<file path="src/rtl/splitter_pulse_scheduler.sv">
// Round-robin scheduler that queues per-requester pulse requests and issues them as edges on a
// toggle-encoded splitter input. Optional macro SPLIT_SCHED_HOLDOFF_EN enforces HOLDOFF idle cycles per pulse.

module splitter_pulse_lane #(
  parameter int CNTW = 2
) (
  input  logic clk_i,
  input  logic rst_i,
  input  logic req_i,
  input  logic gnt_i,
  output logic pend_o,
  output logic ovf_o
);
  localparam logic [CNTW-1:0] CMAX = '1;

  logic [CNTW-1:0] cnt_q, cnt_d;
  logic            ovf_q, ovf_d;

  // A request that coincides with its own grant is a pass-through: no count change, no overflow.
  always_comb begin
    cnt_d = cnt_q;
    ovf_d = ovf_q;
    if (req_i && !gnt_i) begin
      if (cnt_q == CMAX) ovf_d = 1'b1;
      else               cnt_d = cnt_q + CNTW'(1);
    end else if (gnt_i && !req_i) begin
      cnt_d = cnt_q - CNTW'(1);
    end
  end

  always_ff @(posedge clk_i or posedge rst_i) begin
    if (rst_i) begin
      cnt_q <= '0;
      ovf_q <= 1'b0;
    end else begin
      cnt_q <= cnt_d;
      ovf_q <= ovf_d;
    end
  end

  assign pend_o = |cnt_q;
  assign ovf_o  = ovf_q;
endmodule

module splitter_pulse_scheduler #(
  parameter int NREQ    = 4,
  parameter int CNTW    = 2,
  parameter int HOLDOFF = 3
) (
  input  logic            clk_i,
  input  logic            rst_i,
  input  logic [NREQ-1:0] req_i,
  output logic            out_o,
  output logic [NREQ-1:0] gnt_o,
  output logic [NREQ-1:0] ovf_o,
  output logic            busy_o
);
  localparam int IW = (NREQ > 1) ? $clog2(NREQ) : 1;

  typedef enum logic {S_IDLE, S_HOLD} state_e;

  state_e          state_q, state_d;
  logic [NREQ-1:0] pend, gnt_now, gnt_q;
  logic [IW-1:0]   rr_q, rr_d, win_idx, cand;
  logic            found, issue, out_q;

  for (genvar g = 0; g < NREQ; g++) begin : g_lane
    splitter_pulse_lane #(.CNTW(CNTW)) u_lane (
      .clk_i  (clk_i),
      .rst_i  (rst_i),
      .req_i  (req_i[g]),
      .gnt_i  (gnt_now[g]),
      .pend_o (pend[g]),
      .ovf_o  (ovf_o[g])
    );
  end

  // Search starts one past the last grantee; the last grantee itself is checked last.
  always_comb begin
    found   = 1'b0;
    win_idx = rr_q;
    cand    = '0;
    for (int k = 1; k <= NREQ; k++) begin
      cand = IW'((int'(rr_q) + k) % NREQ);
      if (!found && pend[cand]) begin
        found   = 1'b1;
        win_idx = cand;
      end
    end
  end

  assign issue = (state_q == S_IDLE) && found;

  always_comb begin
    gnt_now = '0;
    if (issue) gnt_now[win_idx] = 1'b1;
  end

`ifdef SPLIT_SCHED_HOLDOFF_EN
  localparam int HW = (HOLDOFF > 1) ? $clog2(HOLDOFF + 1) : 1;

  logic [HW-1:0] hcnt_q, hcnt_d;

  always_comb begin
    state_d = state_q;
    hcnt_d  = hcnt_q;
    rr_d    = issue ? win_idx : rr_q;
    case (state_q)
      S_IDLE: begin
        if (issue && HOLDOFF != 0) begin
          state_d = S_HOLD;
          hcnt_d  = HW'(HOLDOFF);
        end
      end
      S_HOLD: begin
        if (hcnt_q <= HW'(1)) state_d = S_IDLE;
        else                  hcnt_d  = hcnt_q - HW'(1);
      end
      default: state_d = S_IDLE;
    endcase
  end

  always_ff @(posedge clk_i or posedge rst_i) begin
    if (rst_i) hcnt_q <= '0;
    else       hcnt_q <= hcnt_d;
  end
`else
  // Without hold-off every edge may issue, so the FSM never leaves IDLE.
  logic unused_holdoff;
  assign unused_holdoff = (HOLDOFF != 0);

  always_comb begin
    state_d = S_IDLE;
    rr_d    = issue ? win_idx : rr_q;
  end
`endif

  always_ff @(posedge clk_i or posedge rst_i) begin
    if (rst_i) begin
      state_q <= S_IDLE;
      rr_q    <= IW'(NREQ - 1);
      out_q   <= 1'b0;
      gnt_q   <= '0;
    end else begin
      state_q <= state_d;
      rr_q    <= rr_d;
      out_q   <= out_q ^ issue;
      gnt_q   <= gnt_now;
    end
  end

  assign out_o  = out_q;
  assign gnt_o  = gnt_q;
  assign busy_o = (state_q != S_IDLE) | (|pend);
endmodule

</file>
<file path="config.mk">
export PLATFORM = sky130hd
export DESIGN_NAME = splitter_pulse_scheduler
export DESIGN_NICKNAME = d
export VERILOG_FILES = /design/src/rtl/splitter_pulse_scheduler.sv
export SDC_FILE = /design/constraint.sdc
export NUM_CORES = 1
export LEC_CHECK = 0
export BUFFER_PORTS_ARGS = -buffer_cell sky130_fd_sc_hd__buf_2
export CELL_PAD_IN_SITES_DETAIL_PLACEMENT = 2
export CELL_PAD_IN_SITES_GLOBAL_PLACEMENT = 2
export CORE_MARGIN = 4
export CORE_UTILIZATION = 32
export DETAILED_ROUTE_END_ITERATION = 16
export HOLD_SLACK_MARGIN = 0.05
export PLACE_DENSITY = 0.7
export SLEW_MARGIN = 20
export SYNTH_ARGS = -nofsm -noshare
export SYNTH_HDL_FRONTEND = slang
export SYNTH_HIERARCHICAL = 1
export SYNTH_SLANG_ARGS = --single-unit
</file>
<file path="constraint.sdc">
create_clock -name clk_i -period 1.9 [get_ports clk_i]
set_clock_uncertainty 0.05 [all_clocks]
set_input_delay 0.57 -clock clk_i [delete_from_list [all_inputs] [get_ports clk_i]]
set_output_delay 0.57 -clock clk_i [all_outputs]
set_load 0.005 [all_outputs]
</file>
==> results of run 1 <==
## through the flow
| step | utilization | cell area, sq um |
|---|---|---|
| global placement | 0.375 | 1260 |
| global route | 0.458 | 1540 |
| finish | 0.458 | 1540 |
| CTS | 0.412 | 1390 |
| floorplan | - | 1130 |
| detailed placement | 0.375 | 1260 |
## state kept, by name, indices dropped and copies added, names as in the netlist
| register | flops |
|---|---|
| g_lane.u_lane/ovf_o | 4 |
| rr_q | 2 |
| out_o | 1 |
| g_lane.u_lane/cnt_q | 8 |
| gnt_o | 4 |
## power breakdown
group | total (mW) | switching [mW] | internal (mW)
Sequential | 0.648 | 0.120 | 0.528
Clock | 0.216 | 0.137 | 0.0786
Combinational | 0.871 | 0.422 | 0.448
Total | 1.73 | 0.680 | 1.05
## layer usage
layer / routed length (um) / share of wire / up-vias / global-route usage
li1: - / - / 446 / -
met1: 1490 / 0.45 / 480 / 0.179
met2: 1670 / 0.50 / 17 / 0.240
met3: 74 / 0.022 / 10 / 0.0233
met4: 96 / 0.029 / 0 / 0.0380
met5: 0 / 0 / - / 0
## logic make-up (layout without fill, tap and decap cells)
kind of cell,Yosys count,in the layout,synth area share
DFF,19,19,0.424
xor gates and xnor gates,1,1,0.00777
AOI/OAI and AO/OA,37,37,0.252
and+or+nand+nor,34,34,0.258
buffers and inverters,14,55,0.0588
## worst max-delay path by stage
stage	endpoint	slack (ns)	cells after the start
4_1_cts	busy_o	-0.03	4
6_report	g_lane[3].u_lane/cnt_q[0]	-0.04	9
3_3_place_gp	g_lane[0].u_lane/cnt_q[0]	0.05	7
3_5_place_dp	g_lane[0].u_lane/cnt_q[0]	-0.001	7
2_1_floorplan	g_lane[3].u_lane/cnt_q[0]	0.1	8
5_1_grt	g_lane[3].u_lane/cnt_q[0]	-0.11	9
## synthesized netlist by cell type
master and count:
dfrtp_1 17, inv_1 10, nor2b_4 8, o21ai_0 6, a21oi_1 5, nor2_1 5
a21o_1 4, a21oi_2 4, a31o_2 4, nand2b_4 4, nor3_1 4, o211ai_2 4
or2_4 4, nand2_1 3, nand2b_1 3, buf_2 2, dfstp_2 2, o21bai_1 2
a211o_1 1, a21boi_0 1, a221o_1 1, a2bb2oi_1 1, and2_2 1, and2b_1 1
buf_4 1, buf_6 1, nor2b_1 1, o211a_1 1, o21a_1 1, o21ai_1 1
o22ai_1 1, xor2_1 1
## repair_timing
item                                    in CTS  in global routing
cloned                                       0                  1
gates resized for setup                      7                 13
pin swaps                                    5                 12
endpoints found under the setup margin       2                 10
buffers inserted                            10                 11
## area by class of cell
class	instances	share of cell area
inverters	10	0.0244
clock buffers	3	0.0146
clock inverters	1	0.00325
well taps	46	0.0374
repair buffers	41	0.198
multi-input cells	72	0.412
flip-flops and latches	19	0.310
==> summary.md, run 1 <==
| Metric | Value |
|---|---|
| Register area | `approximately 480 sq um` |
| Final hold vios | `0` |
| Most frequent cells in the layout | `buf_4 (23), dfrtp_1 (17), buf_2 (14)` |
| Worst Max-Slew Pin Slew | `between 0.3 and 0.4 ns` |
| Layout Nets | `around 150` |
| Row count | `21` |
| Total power | `1.73 mW` |
| Final WS setup | `-0.0382 ns` |
| DP Cell Count | `between 150 and 200` |
| Final worst path period share | `1.02` |
| First-pass GRT wire length | `approximately 4.8 mm` |
| Status | `finished, violations left` |
| Setup TNS | `-0.0659 ns` |
| Slowest cell delay on critical path | `around 0.4 ns` |
| Slowest stage cell, crit path | `dfrtp_1` |
| I/O Buffers | `15` |
| Most common cell after layout, fill and taps aside | `buf_4` |
| RSZ-0062 raised after global routing | `true` |
| Area of the multi-input gates | `634 sq um` |
| Grt ovf | `0` |
| Crit path capture type | `register` |
| Layout area overhead | `36.6%` |
| Synth cell types | `32` |
| Clk slew on worst S/H paths | `0.13 ns` |
| Origin of the worst setup path | `g_lane[1].u_lane/cnt_q[1]` |
| Critical path type | `register to register` |
| Fin cells | `around 190` |
| Drt pass-1 iters | `4` |
| Residual DRC count | `0` |
| ANT nets after route | `0` |
| Pwr per Cell Area | `between 1000 and 1500 nW/um^2` |
| Hold_buf cts | `0` |
| Worst hold margin | `0.0986 ns` |
| Initial antenna violation count | `0` |
| Die Span X | `just under 70 um` |
| Root buf cell | `clkbuf_4` |
| TritonCTS Buffers | `3` |
| Synth Warn # | `6` |
| Slew Limit Fails | `0` |
| DR iter-0 viols | `37` |
| R2r startpoint | `g_lane[1].u_lane/cnt_q[1]` |
| Post-synth top area share | `0.377` |
| Worst Path Arrival | `around 2.1 ns` |
| Vias in the first global route | `1,008` |
| Cell taking the most area after synthesis | `dfrtp_1` |
| Synth area leaders | `dfrtp_1 (38%), nor2b_4 (9.8%), nand2b_4 (4.9%)` |
| Worst r2r path cells | `9` |
| Final setup violation count | `2` |
| Top Ports | `16` |
| Rel. slew slack | `0.779` |
| Worst-path cell chain | `or2_4 -> buf_4 -> nor2_2 -> o21bai_1 -> a21boi_1 -> buf_4 -> nor2b_4 -> a21o_1 -> a21oi_2` |
| Filler Cells Inserted | `roughly 370` |
| Share of cells above drive strength 1 | `0.589` |
| Most frequent CP cell | `buf_4` |
| DP HPWL | `between 1.5 and 2 mm` |
| Critical path's top delay family | `simple AND/OR/NAND/NOR gates` |
| DP Worst Slack | `-0.00149 ns` |
| LEAKAGE | `0.741 nW` |
| Largest net degree at the start of global routing | `14` |
| Startpoint types | `register` |
| Required @ worst endpoint | `2.06 ns` |
| Post-DR wirelength/cell | `17.4 um` |
| Die ar. | `approximately 4500 sq um` |
| Syn Area/Cell | `10.7 sq um` |
| Total Routing Usage GR | `0.139` |
| Clock Latency Late Sink | `0.31 ns` |
| Post-synthesis cell area | `around 1100 sq um` |
| Initial core utilization | `0.335` |
| Sequential area share after synthesis | `0.424` |
| Via-to-Cell Ratio | `4.96` |
| Violated checks | `setup timing` |
| Max IR drop VDD | `499 uV` |
| WP buf/inv | `2` |
| Final WL | `about 3.3 mm` |
| ANT cells | `0` |
| End of the worst register-to-register path | `g_lane[3].u_lane/cnt_q[0]` |
| Hold Path Class | `input pin to asynchronous set/reset pin` |
| Max H-tree Level | `1` |
| Post-Synthesis Cells | `105` |
| Die H | `approximately 67 um` |
| Crit path max fanout | `6` |
| CTS tree | `done` |
| Detailed-route via count | `approximately 950` |
| Reg-to-reg setup timing slack | `-0.04 ns` |
| Post-route minimum period | `a little under 2 ns` |
| Syn Nets | `111` |
| Synth Register Bits | `19` |
| Max_cap viols | `0` |
| Fmax | `516 MHz` |
| CTS sink cnt | `19` |
| CTS Buffer Depth | `2` |
| Core footprint | `roughly 3400 sq um` |
| RePlAce Congestion | `0.738` |
Power figures use the tool's default switching activity.
==> run 2, diff against run 1 <==
--- a/config.mk
+++ b/config.mk
@@ -10,6 +10,7 @@
 export CELL_PAD_IN_SITES_GLOBAL_PLACEMENT = 2
 export CORE_MARGIN = 4
 export CORE_UTILIZATION = 32
+export CTS_BUF_LIST = sky130_fd_sc_hd__clkbuf_16
 export DETAILED_ROUTE_END_ITERATION = 16
 export HOLD_SLACK_MARGIN = 0.05
 export PLACE_DENSITY = 0.7
==> summary.md, run 2 (same netlist as run 1, synthesis figures left out) <==
| Metric | Value |
|---|---|
| Hold Path Class | `input pin to asynchronous set/reset pin` |
| Max reg flops | `8 (unchanged)` |
| LEAKAGE | `0.715 nW (-3.5%)` |
| Worst path depth | `4 (-5)` |
| Worst-path cell chain | `or2_4 -> nor2_4 -> nand2_2 -> buf_2` |
| Slew Limit Fails | `0 (unchanged)` |
| DP Worst Slack | `-0.00149 ns (unchanged)` |
| Row count | `21 (unchanged)` |
| Max H-tree Level | `1 (unchanged)` |
| Drt pass-1 iters | `4 (unchanged)` |
| ANT cells | `0 (unchanged)` |
| CTS tree | `done` |
| Rel. slew slack | `0.780 (+0.00133)` |
| Core footprint | `3360 sq um (unchanged)` |
| DP HPWL | `1.90 mm (unchanged)` |
| Initial core utilization | `0.335 (unchanged)` |
| Crit path max fanout | `4 (-2)` |
| Pwr per Cell Area | `1250 nW/um^2 (+11%)` |
| Worst r2r path cells | `9 (unchanged)` |
| Grt ovf | `0 (unchanged)` |
| Clock Latency Late Sink | `0.25 ns (-0.06 ns)` |
| RSZ-0062 raised after global routing | `true` |
| Via-to-Cell Ratio | `4.69 (-5.4%)` |
| Max IR drop VDD | `609 uV (+22%)` |
| Root buf cell | `clkbuf_16` |
| Worst Max-Slew Pin Slew | `0.330 ns (-0.00199 ns)` |
| Final worst path period share | `0.997 (-0.0234)` |
| DR iter-0 viols | `18 (-51%)` |
| Die ar. | `4540 sq um (unchanged)` |
| Top Ports | `16 (unchanged)` |
| Max_cap viols | `0 (unchanged)` |
| Die H | `67.4 um (unchanged)` |
| RePlAce Congestion | `0.738 (unchanged)` |
| Crit path capture type | `output pin` |
| CTS Buffer Depth | `2 (unchanged)` |
| Hold_buf cts | `0 (unchanged)` |
| Die Span X | `67.4 um (unchanged)` |
| Biggest register | `g_lane.u_lane/cnt_q` |
| DP Cell Count | `166 (unchanged)` |
| Fmax | `528 MHz (+2.3%)` |
| Total power | `1.87 mW (+8.0%)` |
| Final hold vios | `0 (unchanged)` |
| Startpoint types | `register` |
| Slowest cell delay on critical path | `0.39 ns (about the same)` |
| Final WS setup | `0.00616 ns (+0.0444 ns)` |
| Share of cells above drive strength 1 | `0.536 (-0.0533)` |
| Total Routing Usage GR | `0.142 (+0.00205)` |
| Filler Cells Inserted | `371 (+1.1%)` |
| Initial antenna violation count | `0 (unchanged)` |
| Post-DR wirelength/cell | `16.3 um (-6.1%)` |
| Slowest stage cell, crit path | `dfrtp_1` |
| Final setup violation count | `0 (-2)` |
| Layout Nets | `147 (-3.9%)` |
| First-pass GRT wire length | `4.75 mm (-0.71%)` |
| Worst Path Arrival | `1.27 ns (-0.83 ns)` |
| Post-route minimum period | `1.89 ns (-0.0444 ns)` |
| Fin cells | `186 (-3.1%)` |
| WP buf/inv | `1 (-1)` |
| Detailed-route via count | `873 (-8.4%)` |
| Clk slew on worst S/H paths | `0.06 ns (-0.07 ns)` |
| Residual DRC count | `0 (unchanged)` |
| TritonCTS Buffers | `3 (unchanged)` |
| Critical path's top delay family | `simple AND/OR/NAND/NOR gates` |
| Critical path type | `register to output pin` |
| Vias in the first global route | `1,001 (-0.69%)` |
| Layout area overhead | `32.4%` |
| Most frequent cells in the layout | `dfrtp_1 (17), buf_4 (17), buf_2 (15)` |
| I/O Buffers | `15 (unchanged)` |
| Largest net degree at the start of global routing | `14 (unchanged)` |
| CTS sink cnt | `19 (unchanged)` |
| Final WL | `3.03 mm (-9.1%)` |
| Required @ worst endpoint | `1.28 ns (-0.78 ns)` |
| ANT nets after route | `0 (unchanged)` |
| Status | `finished clean` |
run 2: cell count changes in the layout (fill, tap and decap cells not counted), sizes merged:
cell | previous run | this run
buf | 40 | 35
clkbuf | 4 | 3
run 2: repair_timing:
item	in CTS	in global routing
setup endpoints to repair	3	9
buffers inserted	7	9
gates resized for setup	3	9
pin swaps	5	7
run 2: cell type report:
| type | count | area [sq um] | area share |
|---|---|---|---|
| flip-flops and latches | 19 | 478 | 0.320 |
| clock buffers | 3 | 75.1 | 0.0503 |
| well taps | 46 | 57.6 | 0.0386 |
| inverters | 10 | 37.5 | 0.0251 |
| repair buffers | 35 | 236 | 0.158 |
| clock inverters | 1 | 5.00 | 0.00335 |
| multi-input cells | 72 | 603 | 0.404 |
run 2: per-stage QoR:
stage / TNS [ns] / instance area, sq um / util / hold slack [ns]
global placement: 0 / 1260 / 0.375 / 0.403
global route: -0.163 / 1490 / 0.444 / 0.188
CTS: 0 / 1400 / 0.417 / 0.179
floorplan: 0 / 1130 / - / 0.274
finish: 0 / 1490 / 0.444 / 0.179
detailed placement: -0.00149 / 1260 / 0.375 / 0.414
run 2: final timing paths:
path,startpoint,slack (ns),endpoint
hold reg to reg,g_lane[3].u_lane/ovf_o,0.43,g_lane[3].u_lane/ovf_o
min in group clk_i,g_lane[3].u_lane/ovf_o,0.43,g_lane[3].u_lane/ovf_o
setup / recovery,g_lane[0].u_lane/cnt_q[0],0.006,busy_o
hold / removal,rst_i,0.18,g_lane[2].u_lane/ovf_o
setup reg to reg,g_lane[0].u_lane/cnt_q[0],0.006,g_lane[3].u_lane/cnt_q[0]
max in group asynchronous,rst_i,1.23,rr_q[0]
run 2: worst register-to-register path, cell delays in order (launching register included):
cell and delay [ns]:
dfrtp_1 0.39, or2_4 0.29, nor2_4 0.14, buf_6 0.12
o21bai_1 0.07, a21boi_1 0.16, buf_4 0.15, nor2b_4 0.22
a21o_1 0.13, a21oi_2 0.05
run 2: routing by layer:
metal | up-vias | wire length (um) | global-route usage
li1 | 425 | - | -
met2 | 8 | 1610 | 0.253
met5 | - | 0 | 0
met1 | 438 | 1350 | 0.178
met3 | 2 | 60 | 0.0283
met4 | 0 | 11 | 0.0228
run 2: report_power, final:
group	internal [mW]	switching, mW
clock	0.282	0.152
combinational	0.408	0.389
sequential	0.529	0.112
total	1.22	0.653
==> run 3, diff against run 2 <==
--- a/config.mk
+++ b/config.mk
@@ -6,6 +6,7 @@
 export NUM_CORES = 1
 export LEC_CHECK = 0
 export BUFFER_PORTS_ARGS = -buffer_cell sky130_fd_sc_hd__buf_2
+export CAP_MARGIN = 15
 export CELL_PAD_IN_SITES_DETAIL_PLACEMENT = 2
 export CELL_PAD_IN_SITES_GLOBAL_PLACEMENT = 2
 export CORE_MARGIN = 4
@@ -13,7 +14,7 @@
 export CTS_BUF_LIST = sky130_fd_sc_hd__clkbuf_16
 export DETAILED_ROUTE_END_ITERATION = 16
 export HOLD_SLACK_MARGIN = 0.05
-export PLACE_DENSITY = 0.7
+export PLACE_DENSITY = 0.83
 export SLEW_MARGIN = 20
 export SYNTH_ARGS = -nofsm -noshare
 export SYNTH_HDL_FRONTEND = slang
==> summary.md, run 3 (same netlist as run 1, synthesis figures left out) <==
| Metric | Value |
|---|---|
| Status | `finished, violations left` |
| Violated checks | `setup timing` |
| Root buf cell | `clkbuf_16` |
| Clk slew on worst S/H paths | `0.06 ns (about the same)` |
| Die ar. | `4540 sq um (unchanged)` |
| Final setup violation count | `1 (+1)` |
| Fmax | `524 MHz (-0.74%)` |
| Startpoint types | `register` |
| Biggest register | `g_lane.u_lane/cnt_q` |
| Clock Latency Late Sink | `0.25 ns (about the same)` |
| Rel. slew slack | `0.775 (-0.00506)` |
| Layout area overhead | `38.7%` |
| Worst r2r path cells | `8 (-1)` |
| CTS sink cnt | `19 (unchanged)` |
| I/O Buffers | `15 (unchanged)` |
| Vias in the first global route | `1,099 (+9.8%)` |
| Total power | `2.01 mW (+7.3%)` |
| Max H-tree Level | `1 (unchanged)` |
| Worst Path Arrival | `1.29 ns (+0.02 ns)` |
| Share of power burned in registers | `0.312 (-0.030)` |
| Required @ worst endpoint | `1.28 ns (about the same)` |
| Row count | `21 (unchanged)` |
| Final WS setup | `-0.00799 ns (-0.0142 ns)` |
| Worst-path cell chain | `or2_4 -> nor2_4 -> nand2_2 -> buf_2` |
| Most frequent cells in the layout | `buf_4 (21), dfrtp_1 (17), buf_2 (15)` |
| ANT nets after route | `0 (unchanged)` |
| RSZ-0062 raised after global routing | `true` |
| CTS Buffer Depth | `2 (unchanged)` |
| Max IR drop VDD | `504 uV (-17%)` |
| Share of cells above drive strength 1 | `0.597 (+0.0615)` |
| Top Ports | `16 (unchanged)` |
| Hold Path Class | `input pin to asynchronous set/reset pin` |
| Detailed-route via count | `949 (+8.7%)` |
| Die H | `67.4 um (unchanged)` |
| Initial antenna violation count | `0 (unchanged)` |
| DR iter-0 viols | `24 (+6)` |
| Grt ovf | `0 (unchanged)` |
| P_sw | `0.731 mW (+12%)` |
| Clock share of power | `0.223 (-0.009)` |
| Reg-to-reg setup timing slack | `0.03 ns (+0.02 ns)` |
| CTS tree | `done` |
| End of the worst register-to-register path | `g_lane[2].u_lane/cnt_q[0]` |
| Core footprint | `3360 sq um (unchanged)` |
| TritonCTS Buffers | `3 (unchanged)` |
| RePlAce Congestion | `0.755 (+2.4%)` |
| Int Power | `1.28 mW (+4.7%)` |
| First-pass GRT wire length | `5.82 mm (+23%)` |
| WP buf/inv | `1 (unchanged)` |
| Crit path max fanout | `7 (+3)` |
| Worst Max-Slew Pin Slew | `0.337 ns (+0.00757 ns)` |
| Critical path type | `register to output pin` |
| Drt pass-1 iters | `2 (-2)` |
| Largest net degree at the start of global routing | `12 (-2)` |
| Most common cell after layout, fill and taps aside | `buf_4` |
| Worst hold margin | `0.184 ns (+0.00437 ns)` |
| Total Routing Usage GR | `0.178 (+0.0361)` |
| Hold_buf cts | `0 (unchanged)` |
| Critical path's top delay family | `simple AND/OR/NAND/NOR gates` |
| Slew Limit Fails | `0 (unchanged)` |
| R2r startpoint | `g_lane[1].u_lane/cnt_q[1]` |
| ANT cells | `0 (unchanged)` |
| Via-to-Cell Ratio | `4.99 (+6.4%)` |
| Final hold vios | `0 (unchanged)` |
| Crit path capture type | `output pin` |
| Max reg flops | `8 (unchanged)` |
| Post-DR wirelength/cell | `19.1 um (+17%)` |
| Layout Nets | `151 (+2.7%)` |
| DP HPWL | `2.13 mm (+12%)` |
| Die Span X | `67.4 um (unchanged)` |
| Initial core utilization | `0.335 (unchanged)` |
| Final WL | `3.62 mm (+19%)` |
| Share of power burned in combinational logic | `0.466 (+0.040)` |
| Max_cap viols | `0 (unchanged)` |
| Pwr per Cell Area | `1280 nW/um^2 (+2.4%)` |
| LEAKAGE | `0.744 nW (+4.0%)` |
| Post-route minimum period | `1.91 ns (+0.0142 ns)` |
| Residual DRC count | `0 (unchanged)` |
| Slowest cell delay on critical path | `0.40 ns (about the same)` |
| Final worst path period share | `1.00 (+0.00745)` |
| Net Sw Frac | `0.364 (+0.0154)` |
| Slowest stage cell, crit path | `dfrtp_1` |
[run 3: cell count changes in the layout (fill, tap and decap cells not counted), sizes merged]
cell / before / now
buf: 35 / 39
[run 3: layout make-up]
class | instances | area [sq um]
Fill cell | 372 | 1800
Multi-Input combinational cell | 72 | 641
Sequential cell | 19 | 478
Timing Repair Buffer | 39 | 270
Clock buffer | 3 | 75.1
Tap cell | 46 | 57.6
Inverter | 10 | 37.5
Clock inverter | 1 | 5.00
[run 3: worst max-delay path by stage]
stage,start,end,cells after the start
floorplan,g_lane[2].u_lane/cnt_q[0],g_lane[3].u_lane/cnt_q[0],8
global placement,g_lane[1].u_lane/cnt_q[1],g_lane[3].u_lane/cnt_q[1],8
detailed placement,g_lane[1].u_lane/cnt_q[1],g_lane[3].u_lane/cnt_q[0],8
CTS,g_lane[2].u_lane/cnt_q[1],busy_o,4
global route,g_lane[1].u_lane/cnt_q[1],g_lane[2].u_lane/cnt_q[1],8
finish,g_lane[2].u_lane/cnt_q[1],busy_o,4
[run 3: timing repair]
action	CTS	global route
endpoints found under the setup margin	3	10
resized for setup	11	10
pin swaps	7	13
buffers inserted	7	9
[run 3: power groups by stage]
stage / Combinational, mW / Clock (mW) / Sequential, mW
after floorplan: 0.536 / 0 / 0.600
after global placement: 0.715 / 0 / 0.614
after detailed placement: 0.753 / 0 / 0.625
after CTS: 0.853 / 0.450 / 0.626
after global routing: 1.02 / 0.468 / 0.645
final: 0.936 / 0.447 / 0.626
[run 3: stage by stage]
| step | std cells | setup WS, ns | setup TNS [ns] | utilization | area, sq um |
|---|---|---|---|---|---|
| global placement | 171 | 0.0438 | 0 | 0.386 | 1300 |
| detailed placement | 171 | -0.0164 | -0.0210 | 0.386 | 1300 |
| global route | 190 | -0.0800 | -0.204 | 0.465 | 1560 |
| CTS | 181 | -0.0220 | -0.0220 | 0.434 | 1460 |
| floorplan | 105 | 0.0969 | 0 | - | 1130 |
| finish | 190 | -0.00799 | -0.00799 | 0.465 | 1560 |
[run 3: layer usage]
metal  GRT usage  part of all wire  vias to the layer above
met1       0.195              0.40                      490
met4      0.0557             0.014                        0
met5           0                 0                        -
met3      0.0300             0.022                        6
li1            -                 -                      439
met2       0.342              0.56                       14
[run 3: worst reg2reg max path, cell delays in order (launching register included)]
cell     delay, ns
dfrtp_1       0.37
or2_4         0.28
buf_8         0.15
buf_6         0.13
o21ai_2       0.11
o211a_1       0.24
nor2b_4       0.24
a21o_1        0.13
a21oi_2       0.06
